--- src/rtl/decoder_if.sv ---
// rtl/decoder_if.sv - fetch-to-decode bundle: capture strobe, instruction word and decoded results
//
// Purpose:
//   Groups the signals exchanged between instruction fetch and the decode
//   stage. The fetch side (master) drives the capture enable and the
//   instruction word; the decode stage (slave) returns the registered fields,
//   control strobes and the valid flag.
//
// Signals:
//   en        fetch -> decode  capture instIn on the next rising clk edge
//   instIn    fetch -> decode  8-bit instruction word
//   rs1       decode -> fetch  instIn[7:6]
//   rs2       decode -> fetch  instIn[5:4]
//   fn        decode -> fetch  instIn[3], function-select bit
//   imm       decode -> fetch  instIn[7:4], unsigned immediate
//   opcode    decode -> fetch  instIn[2:0]
//   aluOp     decode -> fetch  ALU operation code
//   regWrite, memRead, memWrite, branchLt, branchEq, jump
//             decode -> fetch  datapath control strobes
//   illegal   decode -> fetch  undefined encoding captured
//   valid     decode -> fetch  outputs hold a freshly captured instruction

interface decoder_if;
  logic       en;
  logic [7:0] instIn;

  logic [1:0] rs1;
  logic [1:0] rs2;
  logic       fn;
  logic [3:0] imm;
  logic [2:0] opcode;
  logic [2:0] aluOp;
  logic       regWrite;
  logic       memRead;
  logic       memWrite;
  logic       branchLt;
  logic       branchEq;
  logic       jump;
  logic       illegal;
  logic       valid;

  // Fetch side: supplies instructions, observes decode results.
  modport master (
    output en, instIn,
    input  rs1, rs2, fn, imm, opcode, aluOp,
    input  regWrite, memRead, memWrite, branchLt, branchEq, jump,
    input  illegal, valid
  );

  // Decode stage: consumes instructions, produces registered results.
  modport slave (
    input  en, instIn,
    output rs1, rs2, fn, imm, opcode, aluOp,
    output regWrite, memRead, memWrite, branchLt, branchEq, jump,
    output illegal, valid
  );
endinterface

--- src/rtl/decoder.sv ---
// rtl/decoder.sv - instruction decode stage of the 8-bit RISC core
//
// Purpose:
//   Splits an 8-bit instruction into register, function and immediate fields
//   and derives the datapath control strobes. Every output is registered, so
//   results appear one clock after the capture edge and there is no
//   combinational path from instIn to any output.
//
// Ports:
//   clk    rising-edge clock
//   rst_n  asynchronous active-low reset; clears every output at once
//   bus    decoder_if.slave: en/instIn in, fields, strobes, illegal, valid out
//
// Opcode map (instIn[2:0], fn = instIn[3]):
//   000 NAND/NOR  aluOp 000/001, regWrite
//   001 BLT       aluOp 011,     branchLt
//   010 Load      aluOp 010,     memRead + regWrite
//   011 ADD/SUB   aluOp 010/011, regWrite
//   100 SRL/SLL   aluOp 100/101, regWrite
//   101 BEQ       aluOp 011,     branchEq
//   110 Store     aluOp 010,     memWrite
//   111 fn=0 Jump aluOp 111,     jump
//   111 fn=1      undefined:     illegal, aluOp 000, no other strobe

module decoder (
  input  logic     clk,
  input  logic     rst_n,
  decoder_if.slave bus
);

  // Next-state decode of the instruction currently presented.
  logic [2:0] op;
  logic       fn_bit;

  logic [2:0] nxt_alu_op;
  logic       nxt_reg_write;
  logic       nxt_mem_read;
  logic       nxt_mem_write;
  logic       nxt_branch_lt;
  logic       nxt_branch_eq;
  logic       nxt_jump;
  logic       nxt_illegal;

  assign op     = bus.instIn[2:0];
  assign fn_bit = bus.instIn[3];

  always_comb begin
    nxt_alu_op    = 3'b000;
    nxt_reg_write = 1'b0;
    nxt_mem_read  = 1'b0;
    nxt_mem_write = 1'b0;
    nxt_branch_lt = 1'b0;
    nxt_branch_eq = 1'b0;
    nxt_jump      = 1'b0;
    nxt_illegal   = 1'b0;

    unique case (op)
      3'b000: begin
        nxt_alu_op    = fn_bit ? 3'b001 : 3'b000;
        nxt_reg_write = 1'b1;
      end
      3'b001: begin
        nxt_alu_op    = 3'b011;
        nxt_branch_lt = 1'b1;
      end
      3'b010: begin
        nxt_alu_op    = 3'b010;
        nxt_mem_read  = 1'b1;
        nxt_reg_write = 1'b1;
      end
      3'b011: begin
        nxt_alu_op    = fn_bit ? 3'b011 : 3'b010;
        nxt_reg_write = 1'b1;
      end
      3'b100: begin
        nxt_alu_op    = fn_bit ? 3'b101 : 3'b100;
        nxt_reg_write = 1'b1;
      end
      3'b101: begin
        nxt_alu_op    = 3'b011;
        nxt_branch_eq = 1'b1;
      end
      3'b110: begin
        nxt_alu_op    = 3'b010;
        nxt_mem_write = 1'b1;
      end
      3'b111: begin
        // fn=1 under opcode 111 is the only unassigned encoding; it is
        // flagged and suppresses every strobe so nothing downstream acts.
        if (fn_bit) begin
          nxt_illegal = 1'b1;
        end else begin
          nxt_alu_op = 3'b111;
          nxt_jump   = 1'b1;
        end
      end
      default: begin
        nxt_alu_op = 3'b000;
      end
    endcase
  end

  // Output register. Fields are copied raw regardless of opcode, including
  // illegal encodings. With en low everything holds except valid, which
  // drops so the consumer does not act on the same instruction twice.
  always_ff @(posedge clk or negedge rst_n) begin
    if (!rst_n) begin
      bus.rs1      <= 2'b00;
      bus.rs2      <= 2'b00;
      bus.fn       <= 1'b0;
      bus.imm      <= 4'h0;
      bus.opcode   <= 3'b000;
      bus.aluOp    <= 3'b000;
      bus.regWrite <= 1'b0;
      bus.memRead  <= 1'b0;
      bus.memWrite <= 1'b0;
      bus.branchLt <= 1'b0;
      bus.branchEq <= 1'b0;
      bus.jump     <= 1'b0;
      bus.illegal  <= 1'b0;
      bus.valid    <= 1'b0;
    end else if (bus.en) begin
      bus.rs1      <= bus.instIn[7:6];
      bus.rs2      <= bus.instIn[5:4];
      bus.fn       <= bus.instIn[3];
      bus.imm      <= bus.instIn[7:4];
      bus.opcode   <= bus.instIn[2:0];
      bus.aluOp    <= nxt_alu_op;
      bus.regWrite <= nxt_reg_write;
      bus.memRead  <= nxt_mem_read;
      bus.memWrite <= nxt_mem_write;
      bus.branchLt <= nxt_branch_lt;
      bus.branchEq <= nxt_branch_eq;
      bus.jump     <= nxt_jump;
      bus.illegal  <= nxt_illegal;
      bus.valid    <= 1'b1;
    end else begin
      bus.valid    <= 1'b0;
    end
  end

endmodule

--- src/flat_wrapper.sv ---
// flat-port wrapper written by rule: the top's interface ports become plain ports
module decoder_flat 
  (clk, rst_n, bus_en, bus_instIn, bus_rs1, bus_rs2, bus_fn, bus_imm, bus_opcode, bus_aluOp, bus_regWrite, bus_memRead, bus_memWrite, bus_branchLt, bus_branchEq, bus_jump, bus_illegal, bus_valid);
  decoder_if bus_i ();
  input  logic clk;
  input  logic rst_n;
  input wire logic [$bits(bus_i.en)-1:0] bus_en;
  input wire logic [$bits(bus_i.instIn)-1:0] bus_instIn;
  output wire logic [$bits(bus_i.rs1)-1:0] bus_rs1;
  output wire logic [$bits(bus_i.rs2)-1:0] bus_rs2;
  output wire logic [$bits(bus_i.fn)-1:0] bus_fn;
  output wire logic [$bits(bus_i.imm)-1:0] bus_imm;
  output wire logic [$bits(bus_i.opcode)-1:0] bus_opcode;
  output wire logic [$bits(bus_i.aluOp)-1:0] bus_aluOp;
  output wire logic [$bits(bus_i.regWrite)-1:0] bus_regWrite;
  output wire logic [$bits(bus_i.memRead)-1:0] bus_memRead;
  output wire logic [$bits(bus_i.memWrite)-1:0] bus_memWrite;
  output wire logic [$bits(bus_i.branchLt)-1:0] bus_branchLt;
  output wire logic [$bits(bus_i.branchEq)-1:0] bus_branchEq;
  output wire logic [$bits(bus_i.jump)-1:0] bus_jump;
  output wire logic [$bits(bus_i.illegal)-1:0] bus_illegal;
  output wire logic [$bits(bus_i.valid)-1:0] bus_valid;
  assign bus_i.en = bus_en;
  assign bus_i.instIn = bus_instIn;
  assign bus_rs1 = bus_i.rs1;
  assign bus_rs2 = bus_i.rs2;
  assign bus_fn = bus_i.fn;
  assign bus_imm = bus_i.imm;
  assign bus_opcode = bus_i.opcode;
  assign bus_aluOp = bus_i.aluOp;
  assign bus_regWrite = bus_i.regWrite;
  assign bus_memRead = bus_i.memRead;
  assign bus_memWrite = bus_i.memWrite;
  assign bus_branchLt = bus_i.branchLt;
  assign bus_branchEq = bus_i.branchEq;
  assign bus_jump = bus_i.jump;
  assign bus_illegal = bus_i.illegal;
  assign bus_valid = bus_i.valid;
  decoder u_core (.clk(clk), .rst_n(rst_n), .bus(bus_i));
endmodule
--- config.mk ---
export PLATFORM = sky130hd
export DESIGN_NAME = decoder_flat
export DESIGN_NICKNAME = d
export VERILOG_FILES = /design/src/rtl/decoder_if.sv /design/src/rtl/decoder.sv /design/src/flat_wrapper.sv
export SDC_FILE = /design/constraint.sdc
export NUM_CORES = 1
export LEC_CHECK = 0
export CAP_MARGIN = 15
export CORE_UTILIZATION = 30
export DETAILED_ROUTE_END_ITERATION = 8
export MAX_ROUTING_LAYER = met4
export SYNTH_ARGS = -nofsm -noshare
export SYNTH_HDL_FRONTEND = slang
export SYNTH_SLANG_ARGS = --single-unit
export TNS_END_PERCENT = 30
--- constraint.sdc ---
create_clock -name clk -period 1.35 [get_ports clk]
set_input_delay 0.27 -clock clk [delete_from_list [all_inputs] [get_ports clk]]
set_output_delay 0.27 -clock clk [all_outputs]
set_load 0.03 [all_outputs]
==> out/qor.yml, run 1 <==
yosys:
  synth_cell_types: 18
  synth_area_um2: 842
  synth_fa_ha_area_share_pct: 0
  syn_inst: 70
  synth_compound_area_share_pct: 9.51
  ys_async_sr_fraction_pct: 100
  yosysTopAreaCell: "dfrtp_1"
  netlist_top_cells_count: "19 x dfrtp_1, 8 x inv_1, 6 x mux2_4, 6 x o22ai_1"
  synth.most_common_cell: "dfrtp_1"
  synth_edf_count: 0
  synth.top_cell.area_share_pct: 56.5
  synthXorXnorAreaFrac_pct: 0
  synth_fp_nets: 81
  synth.area.top_cells: "dfrtp_1 56%, mux2_4 11%, o22ai_1 4.5%"
  yosys_warnings: 0
  yosys.area_share.simple_pct: 8.32
  synth_top_family_by_area: "multiplexers"
  synthMuxAreaShare_pct: 14.7
  synth_area_per_cell_um2: 12.0
  synth.ff_latch_count: 19
  ys.flop_type: "dfrtp_1"
  synth_seq_area_share_pct: 56.5
placed_design:
  post-dp-hpwl_um: 1190
  placed_cells: 133
  gp_congestion: 0.719
  io_buffers: 33
  place_area_um2: 1210
detailed_routing:
  drt-total-wl_um: 1610
  drt_pass1_iterations: 4
  drcViolationCount: 0
  avgRoutedWirePerCell_um: 11.8
  vias: 596
  vias_per_cell: 4.35
  drt_first_iter_violations: 4
  ant_nets: 0
clock_network:
  numCtsBuffers: 3
  tritoncts: "yes"
  clk_pin_slew_ns: 0.11
  clock_latency_ns: 0.29
  cts_htree_levels: 1
  cts-root-buf: "clkbuf_4"
  cts_max_path_buffers: 2
  hold_buffers: 0
  post_cts_buffers: 0
  clock_sinks: 19
sta:
  drv_slew: 0
  setup_violations: 0
  whs_ns: 0.292
  max_freq_mhz: 771
  hold_viol_final: 0
  finalCritPeriodShare_pct: 96.1
  period_needed_ns: 1.30
  fin_worst_skew_ns: 0
  grt_setup_unrepaired: "false"
  tightest_slew_ns: 0.326
  slew_headroom_pct: 78.4
die:
  dieArea_um2: 3020
  rows: 18
  core_area_um2: 2570
  io_pins: 34
  initial_core_util_pct: 32.8
  die_y_um: 55.0
  die_x_um: 55.0
final_layout:
  final_cells: 137
  areaGrowthSynthToFinish_pct: 43.2
  design_area_um2: 1210
  antennaDiodeCount: 0
  drive_gt1_share_pct: 32.7
  nets: 119
worst_hold_path:
  hold_path.class: "primary input to asynchronous set/reset pin"
pwr:
  vdd_ir_drop_max_mv: 0.895
  power_leakage_nw: 0.571
  powerDensity_nw_per_um2: 1060
  p_comb_share_pct: 27.9
  switching_share_pct: 31.5
  clock_power_share_pct: 21.8
  p_seq_share_pct: 50.3
  p_sw_w: 0.000401
  p_int_w: 0.000874
setup_path:
  ff2ff_path_depth: 1
  critPathSlowestCell: "dfrtp_1"
  endpoint_kind: "primary output"
  r2r_start: "u_core.bus.rs1[1]"
  worst_path_largest_cell_delay_ns: 0.39
  setup.worst_path.start_class: "flip-flop"
  cp.arrival_ns: 1.03
  regToRegEndpoint: "u_core.bus.rs1[1]"
  r2r_slack_ns: 0.57
  required_ns: 1.08
  crit_buf_inv: 1
  cp_max_fo: 2
  path_cells: "clkdlybuf4s15_1"
  critPathKind: "flip-flop to primary output"
  crit_family: "flip-flops"
grt:
  antenna_found_initial: 0
  grt.total_usage_pct: 13.1
  grt_overflow: 0
  grt_pass1_wl_um: 2670
  grt_pass1_vias: 624
  grt_max_degree: 23
outcome:
  status: "finished clean"
job:
  max_cap_violations: 0
## power by group through the flow
stage               combinational, W  sequential (W)  clock [W]
floorplan                   0.000130        0.000745          0
global placement            0.000393        0.000653          0
detailed placement          0.000396        0.000653          0
CTS                         0.000364        0.000642   0.000298
global route                0.000380        0.000648   0.000319
finish                      0.000355        0.000642   0.000278
## layout by cell type, fill, tap and decap left out, drive strengths merged
| cell | count |
|---|---|
| a21boi | 1 |
| a21oi | 3 |
| and4 | 1 |
| buf | 10 |
| clkbuf | 11 |
| clkdlybuf4s15 | 13 |
| clkdlybuf4s50 | 10 |
| clkinv | 1 |
| dfrtp | 19 |
| inv | 8 |
| mux2 | 9 |
| nand2 | 3 |
| nand2b | 3 |
| nand3 | 1 |
| nor2 | 2 |
| nor2b | 1 |
| nor3b | 1 |
| o21ai | 4 |
| o22ai | 6 |
## cells by family after synthesis
| kind of cell | after synthesis |
|---|---|
| AOI/OAI and AO/OA | 14 |
| buffers and inverters | 16 |
| and+or+nand+nor | 12 |
| muxes | 9 |
| DFF | 19 |
## sequential cells by signal, indices dropped and copies added (netlist names)
name	count
u_core.bus.aluOp	3
u_core.bus.imm	3
u_core.bus.opcode	3
u_core.bus.branchEq	1
u_core.bus.branchLt	1
u_core.bus.fn	1
u_core.bus.illegal	1
u_core.bus.jump	1
u_core.bus.memRead	1
u_core.bus.memWrite	1
u_core.bus.regWrite	1
u_core.bus.rs1	1
u_core.bus.valid	1
## routing by layer
metal	vias to the layer above	GRT usage [%]	part of all wire, %
li1	305	-	-
met2	21	20.5	47
met3	0	5.74	5.2
met1	270	15.6	48
met5	-	-	0
met4	0	2.50	0
## final cells by class
cell class,count,area [um2]
Clock buffer,3,22.5
Clock inverter,1,5.00
Fill cell,264,1360
Inverter,8,30.0
Multi-Input combinational cell,35,274
Sequential cell,19,475
Tap cell,30,37.5
Timing Repair Buffer,41,362
## how the worst max path moves through the flow
| stage | endpoint | startpoint | slack (ns) | depth (start not counted) |
|---|---|---|---|---|
| final | bus_branchEq | u_core.bus.branchEq | 0.05 | 1 |
| after global routing | bus_opcode[2] | u_core.bus.opcode[2] | 0.0005 | 1 |
| after detailed placement | u_core.bus.branchLt | bus_instIn[1] | -0.09 | 4 |
| after global placement | u_core.bus.branchLt | bus_instIn[1] | -0.09 | 4 |
| after CTS | bus_rs1[0] | u_core.bus.imm[2] | -0.005 | 1 |
| after floorplan | bus_rs1[1] | u_core.bus.rs1[1] | 0.36 | 1 |
## metrics by stage
step | setup TNS [ns] | utilization [%] | setup slack (ns) | total power (W)
detailed placement | -0.759 | 47.3 | -0.0923 | 0.00105
global placement | -0.608 | 47.3 | -0.0935 | 0.00105
finish | 0 | 47.0 | 0.0530 | 0.00127
floorplan | 0 | - | 0.359 | 0.000874
global route | 0 | 47.0 | 0.000501 | 0.00135
CTS | -0.00839 | 47.9 | -0.00496 | 0.00130
## what timing repair did
action,4_1_cts,5_1_grt
pin swaps,0,0
gates resized for setup,31,22
gates cloned,0,0
endpoints found under the hold margin,0,0
setup endpoints to repair,21,18
Note: power is estimated with default switching activity, not from simulation.
==> run 2: changes to the inputs <==
--- a/config.mk
+++ b/config.mk
@@ -8,6 +8,7 @@
 export CAP_MARGIN = 15
 export CORE_UTILIZATION = 30
 export DETAILED_ROUTE_END_ITERATION = 8
+export GPL_TIMING_DRIVEN = 0
 export MAX_ROUTING_LAYER = met4
 export SYNTH_ARGS = -nofsm -noshare
 export SYNTH_HDL_FRONTEND = slang
==> run 2 against run 1 <==
  * Count of clock-buffer cells in the layout grew 1
  * Sequential cell count is the same
  * Sequential share of layout area grew 2.0 points
  * Setup slack worse by 0.0023 ns
  * Largest power group unchanged
  * Via count is 3.5% higher
  * Sequential power about the same
  * Combinational power fell by 2%
  * First-iteration DRC count grew to 2.5 times the previous value
  * Critical path depth stayed put
==> out/qor.yml, run 2 (synthesized netlist as in run 1, its figures left out) <==
setup_path:
  cp_max_fo: 2
  setup.worst_path.start_class: "flip-flop"
  r2r_slack_ns: 0.56
  critPathSlowestCell: "dfrtp_1"
  regToRegEndpoint: "u_core.bus.rs1[1]"
  crit_buf_inv: 1
  required_ns: 1.08
  worst_path_largest_cell_delay_ns: 0.40
  path_cells: "clkdlybuf4s15_1"
  critPathLaunch: "u_core.bus.opcode[2]"
  endpoint_kind: "primary output"
  cp.arrival_ns: 1.03
  r2r_start: "u_core.bus.rs1[1]"
  crit_family: "flip-flops"
  ff2ff_path_depth: 1
  critPathKind: "flip-flop to primary output"
die:
  die_x_um: 55.0
  die_y_um: 55.0
  io_pins: 34
  dieArea_um2: 3020
  initial_core_util_pct: 32.8
  core_area_um2: 2570
  rows: 18
clock_network:
  cts-root-buf: "clkbuf_4"
  clk_pin_slew_ns: 0.10
  tritoncts: "yes"
  clock_latency_ns: 0.29
  hold_buffers: 0
  cts_htree_levels: 1
  post_cts_buffers: 0
  clock_sinks: 19
  cts_max_path_buffers: 2
  numCtsBuffers: 3
grt:
  grt_pass1_vias: 633
  grt.total_usage_pct: 13.3
  antenna_found_initial: 0
  grt_max_degree: 20
  grt_pass1_wl_um: 2730
  grt_overflow: 0
detailed_routing:
  drt-total-wl_um: 1640
  ant_nets: 0
  vias: 617
  drcViolationCount: 0
  drt_pass1_iterations: 3
  drt_first_iter_violations: 10
  avgRoutedWirePerCell_um: 12.1
  vias_per_cell: 4.54
worst_hold_path:
  holdPathStages: 2
  timing.hold.worst.start: "bus_instIn[0]"
  hold_path.class: "primary input to flip-flop"
  hold_end: "u_core.bus.opcode[0]"
final_layout:
  reg_top3: "u_core.bus.aluOp x3, u_core.bus.imm x3, u_core.bus.opcode x3"
  areaGrowthSynthToFinish_pct: 36.4
  design_area_um2: 1150
  drive_gt1_share_pct: 34.9
  layout_commonest_cell: "dfrtp_1"
  nets: 118
  final_cell_mix: "19 x dfrtp_1, 12 x clkbuf_2, 9 x clkdlybuf4s50_1, 8 x inv_1, 7 x clkdlybuf4s15_1"
  antennaDiodeCount: 0
sta:
  hold_viol_final: 0
  slew_headroom_pct: 44.3
  fin_worst_skew_ns: 0
  drv_slew: 0
  period_needed_ns: 1.30
  finalCritPeriodShare_pct: 96.3
  setup_violations: 0
  tightest_slew_ns: 0.833
  max_freq_mhz: 770
  finalSetupTns_ns: 0
  grt_setup_unrepaired: "false"
pwr:
  power_leakage_nw: 0.558
  powerDensity_nw_per_um2: 1100
  vdd_ir_drop_max_mv: 0.563
job:
  max_cap_violations: 0
placed_design:
  place_area_um2: 1200
  gp_congestion: 0.735
  io_buffers: 32
  post-dp-hpwl_um: 1260
outcome:
  status: "finished clean"
run 2: what timing repair did:
item,in CTS,in global routing
setup endpoints to repair,23,18
cloned,0,0
gates resized for setup,43,24
run 2: worst max-delay path by stage:
stage / end / slack (ns) / cells past startpoint
after global routing: bus_aluOp[0] / 0.00003 / 1
after floorplan: bus_rs1[1] / 0.36 / 1
after global placement: u_core.bus.jump / -0.17 / 4
after CTS: bus_aluOp[1] / 0.004 / 1
after detailed placement: u_core.bus.rs1[1] / -0.18 / 4
final: bus_opcode[2] / 0.05 / 1
run 2: metrics by stage:
step	utilization [%]	worst slack [ns]	total power [W]	cells	hold slack [ns]
after floorplan	-	0.359	0.000874	70	-0.0256
after global placement	46.7	-0.173	0.00105	132	0.496
after detailed placement	46.7	-0.181	0.00105	132	0.499
after CTS	46.5	0.00359	0.00130	136	0.236
after global routing	44.7	0.0000313	0.00134	136	0.244
final	44.7	0.0506	0.00127	136	0.251
run 2: area by class of cell:
cell class,count,area (um2)
multi-input cells,35,274
plain buffers,8,62.6
clock buffers,4,26.3
fillers,277,1420
inverters,8,30.0
flip-flops and latches,19,475
well taps,30,37.5
repair buffers,32,243
run 2: power by group:
group | total, W | switching [W] | internal [W]
logic | 0.000347 | 0.000207 | 0.000140
clock network | 0.000275 | 0.000160 | 0.000115
registers | 0.000643 | 0.0000286 | 0.000615
total | 0.00127 | 0.000395 | 0.000870
run 2: per-layer routing:
| layer | wire length (um) | up-vias | global-route usage, % |
|---|---|---|---|
| met1 | 749 | 291 | 16.2 |
| met5 | 0 | - | - |
| met2 | 770 | 22 | 21.1 |
| met4 | 0 | 0 | 1.25 |
| met3 | 124 | 0 | 5.74 |
| li1 | - | 304 | - |
==> run 3: changes to the inputs <==
--- a/config.mk
+++ b/config.mk
@@ -6,10 +6,11 @@
 export NUM_CORES = 1
 export LEC_CHECK = 0
 export CAP_MARGIN = 15
-export CORE_UTILIZATION = 30
+export CORE_UTILIZATION = 44
 export DETAILED_ROUTE_END_ITERATION = 8
 export GPL_TIMING_DRIVEN = 0
 export MAX_ROUTING_LAYER = met4
+export PLACE_DENSITY = 0.81
 export SYNTH_ARGS = -nofsm -noshare
 export SYNTH_HDL_FRONTEND = slang
 export SYNTH_SLANG_ARGS = --single-unit
==> run 3 against run 2 <==
  * Combinational power up 3%
  * Sequential cell count unchanged
  * Wire length up 2.7%
  * Via count up 4.2%
  * Total power up 1.8%
  * Setup slack worse by 0.0072 ns
  * Sequential share of layout area down 0.71 points
  * Final cell count down 3.7%
  * Highest routed layer is now met4
==> out/qor.yml, run 3 (synthesized netlist as in run 1, its figures left out) <==
clock_network:
  cts_htree_levels: 1
  cts_max_path_buffers: 2
  tritoncts: "yes"
  cts-root-buf: "clkbuf_4"
  clk_pin_slew_ns: 0.10
  numCtsBuffers: 3
  clock_sinks: 19
  clock_latency_ns: 0.30
  hold_buffers: 0
pwr:
  power_leakage_nw: 0.560
  vdd_ir_drop_max_mv: 0.664
  power_w: 0.00129
  powerDensity_nw_per_um2: 1100
grt:
  grt.total_usage_pct: 19.4
  grt_pass1_vias: 614
  antenna_found_initial: 0
  grt_max_degree: 20
  grt_pass1_wl_um: 2640
  grt_overflow: 0
detailed_routing:
  drcViolationCount: 0
  avgRoutedWirePerCell_um: 12.9
  vias_per_cell: 4.91
  drt_pass1_iterations: 4
  ant_nets: 0
  vias: 643
  drt_first_iter_violations: 4
  drt-total-wl_um: 1690
sta:
  fin_worst_skew_ns: 0
  grt_setup_unrepaired: "true"
  max_freq_mhz: 765
  period_needed_ns: 1.31
  slew_headroom_pct: 46.5
  drv_slew: 0
  hold_viol_final: 0
  setup_violations: 0
  tightest_slew_ns: 0.800
  finalCritPeriodShare_pct: 96.8
die:
  io_pins: 34
  die_y_um: 45.7
  initial_core_util_pct: 47.7
  die_x_um: 45.7
  dieArea_um2: 2090
  core_area_um2: 1760
  rows: 15
placed_design:
  gp_congestion: 0.757
  io_buffers: 32
  placed_cells: 127
  post-dp-hpwl_um: 1220
setup_path:
  worst_path_largest_cell_delay_ns: 0.39
  path_cells: "clkdlybuf4s15_1"
  critPathKind: "flip-flop to primary output"
  endpoint_kind: "primary output"
  crit_family: "flip-flops"
  r2r_slack_ns: 0.56
  regToRegEndpoint: "u_core.bus.rs1[1]"
  required_ns: 1.08
  crit_buf_inv: 1
  cp.arrival_ns: 1.04
  setup.worst_path.start_class: "flip-flop"
  r2r_start: "u_core.bus.rs1[1]"
  ff2ff_path_depth: 1
  critPathSlowestCell: "dfrtp_1"
  cp_max_fo: 2
final_layout:
  antennaDiodeCount: 0
  areaGrowthSynthToFinish_pct: 38.8
  nets: 118
  fill_cells: 169
  reg_top3: "u_core.bus.aluOp x3, u_core.bus.imm x3, u_core.bus.opcode x3"
  final_cells: 131
  drive_gt1_share_pct: 32.1
  final_cell_mix: "19 x dfrtp_1, 9 x clkdlybuf4s50_1, 9 x clkdlybuf4s15_1, 8 x inv_1, 7 x clkbuf_2"
  layout_commonest_cell: "dfrtp_1"
outcome:
  status: "finished clean"
worst_hold_path:
  hold_end: "u_core.bus.opcode[0]"
  timing.hold.worst.start: "bus_instIn[0]"
  holdPathStages: 2
  hold_path.class: "primary input to flip-flop"
job:
  max_cap_violations: 0
run 3: cell types whose count changed in the layout (fill, tap and decap cells not counted), sizes merged:
| cell | change |
|---|---|
| clkbuf | -5 |
| clkdlybuf4s15 | +4 |
| dlygate4sd2 | +1 |
run 3: stage by stage:
step	hold WS [ns]	setup slack [ns]	utilization, %	instance area (um2)	TNS (ns)
CTS	0.244	0.00503	67.3	1190	0
detailed placement	0.495	-0.187	67.7	1190	-1.95
global route	0.241	-0.00481	66.2	1170	-0.00481
global placement	0.494	-0.177	67.7	1190	-1.53
finish	0.242	0.0434	66.2	1170	0
floorplan	-0.0256	0.359	-	842	0
run 3: what timing repair did:
| item | 4_1_cts | 5_1_grt |
|---|---|---|
| setup endpoints to repair | 23 | 16 |
| endpoints found under the hold margin | 0 | 0 |
| resized for setup | 43 | 20 |
| setup buffers | 0 | 0 |
run 3: cell type report:
class,instances,area [um2],area share (%)
plain buffers,8,62.6,5.35
clock buffers,4,26.3,2.25
inverters,8,30.0,2.57
multi-input cells,35,274,23.4
flip-flops and latches,19,475,40.7
well taps,25,31.3,2.68
repair buffers,32,269,23.0
run 3: metal layers:
layer	vias up	wire length [um]	track usage, %
li1	303	-	-
met1	309	670	20.7
met2	24	881	32.3
met3	7	83	4.76
met4	0	53	11.8
met5	-	0	-
run 3: worst max path at each step:
| stage | from | endpoint | depth (start not counted) |
|---|---|---|---|
| after CTS | u_core.bus.illegal | bus_illegal | 1 |
| after detailed placement | bus_en | u_core.bus.fn | 4 |
| final | u_core.bus.fn | bus_fn | 1 |
| after floorplan | u_core.bus.rs1[1] | bus_rs1[1] | 1 |
| after global routing | u_core.bus.regWrite | bus_regWrite | 1 |
| after global placement | bus_en | u_core.bus.fn | 4 |
run 3: power breakdown:
part           internal, W  total (W)  leakage [nW]  switching [W]
logic             0.000148   0.000357         0.310       0.000209
clock network     0.000115   0.000290        0.0150       0.000175
registers         0.000615   0.000642         0.236      0.0000273
total             0.000878    0.00129         0.560       0.000411
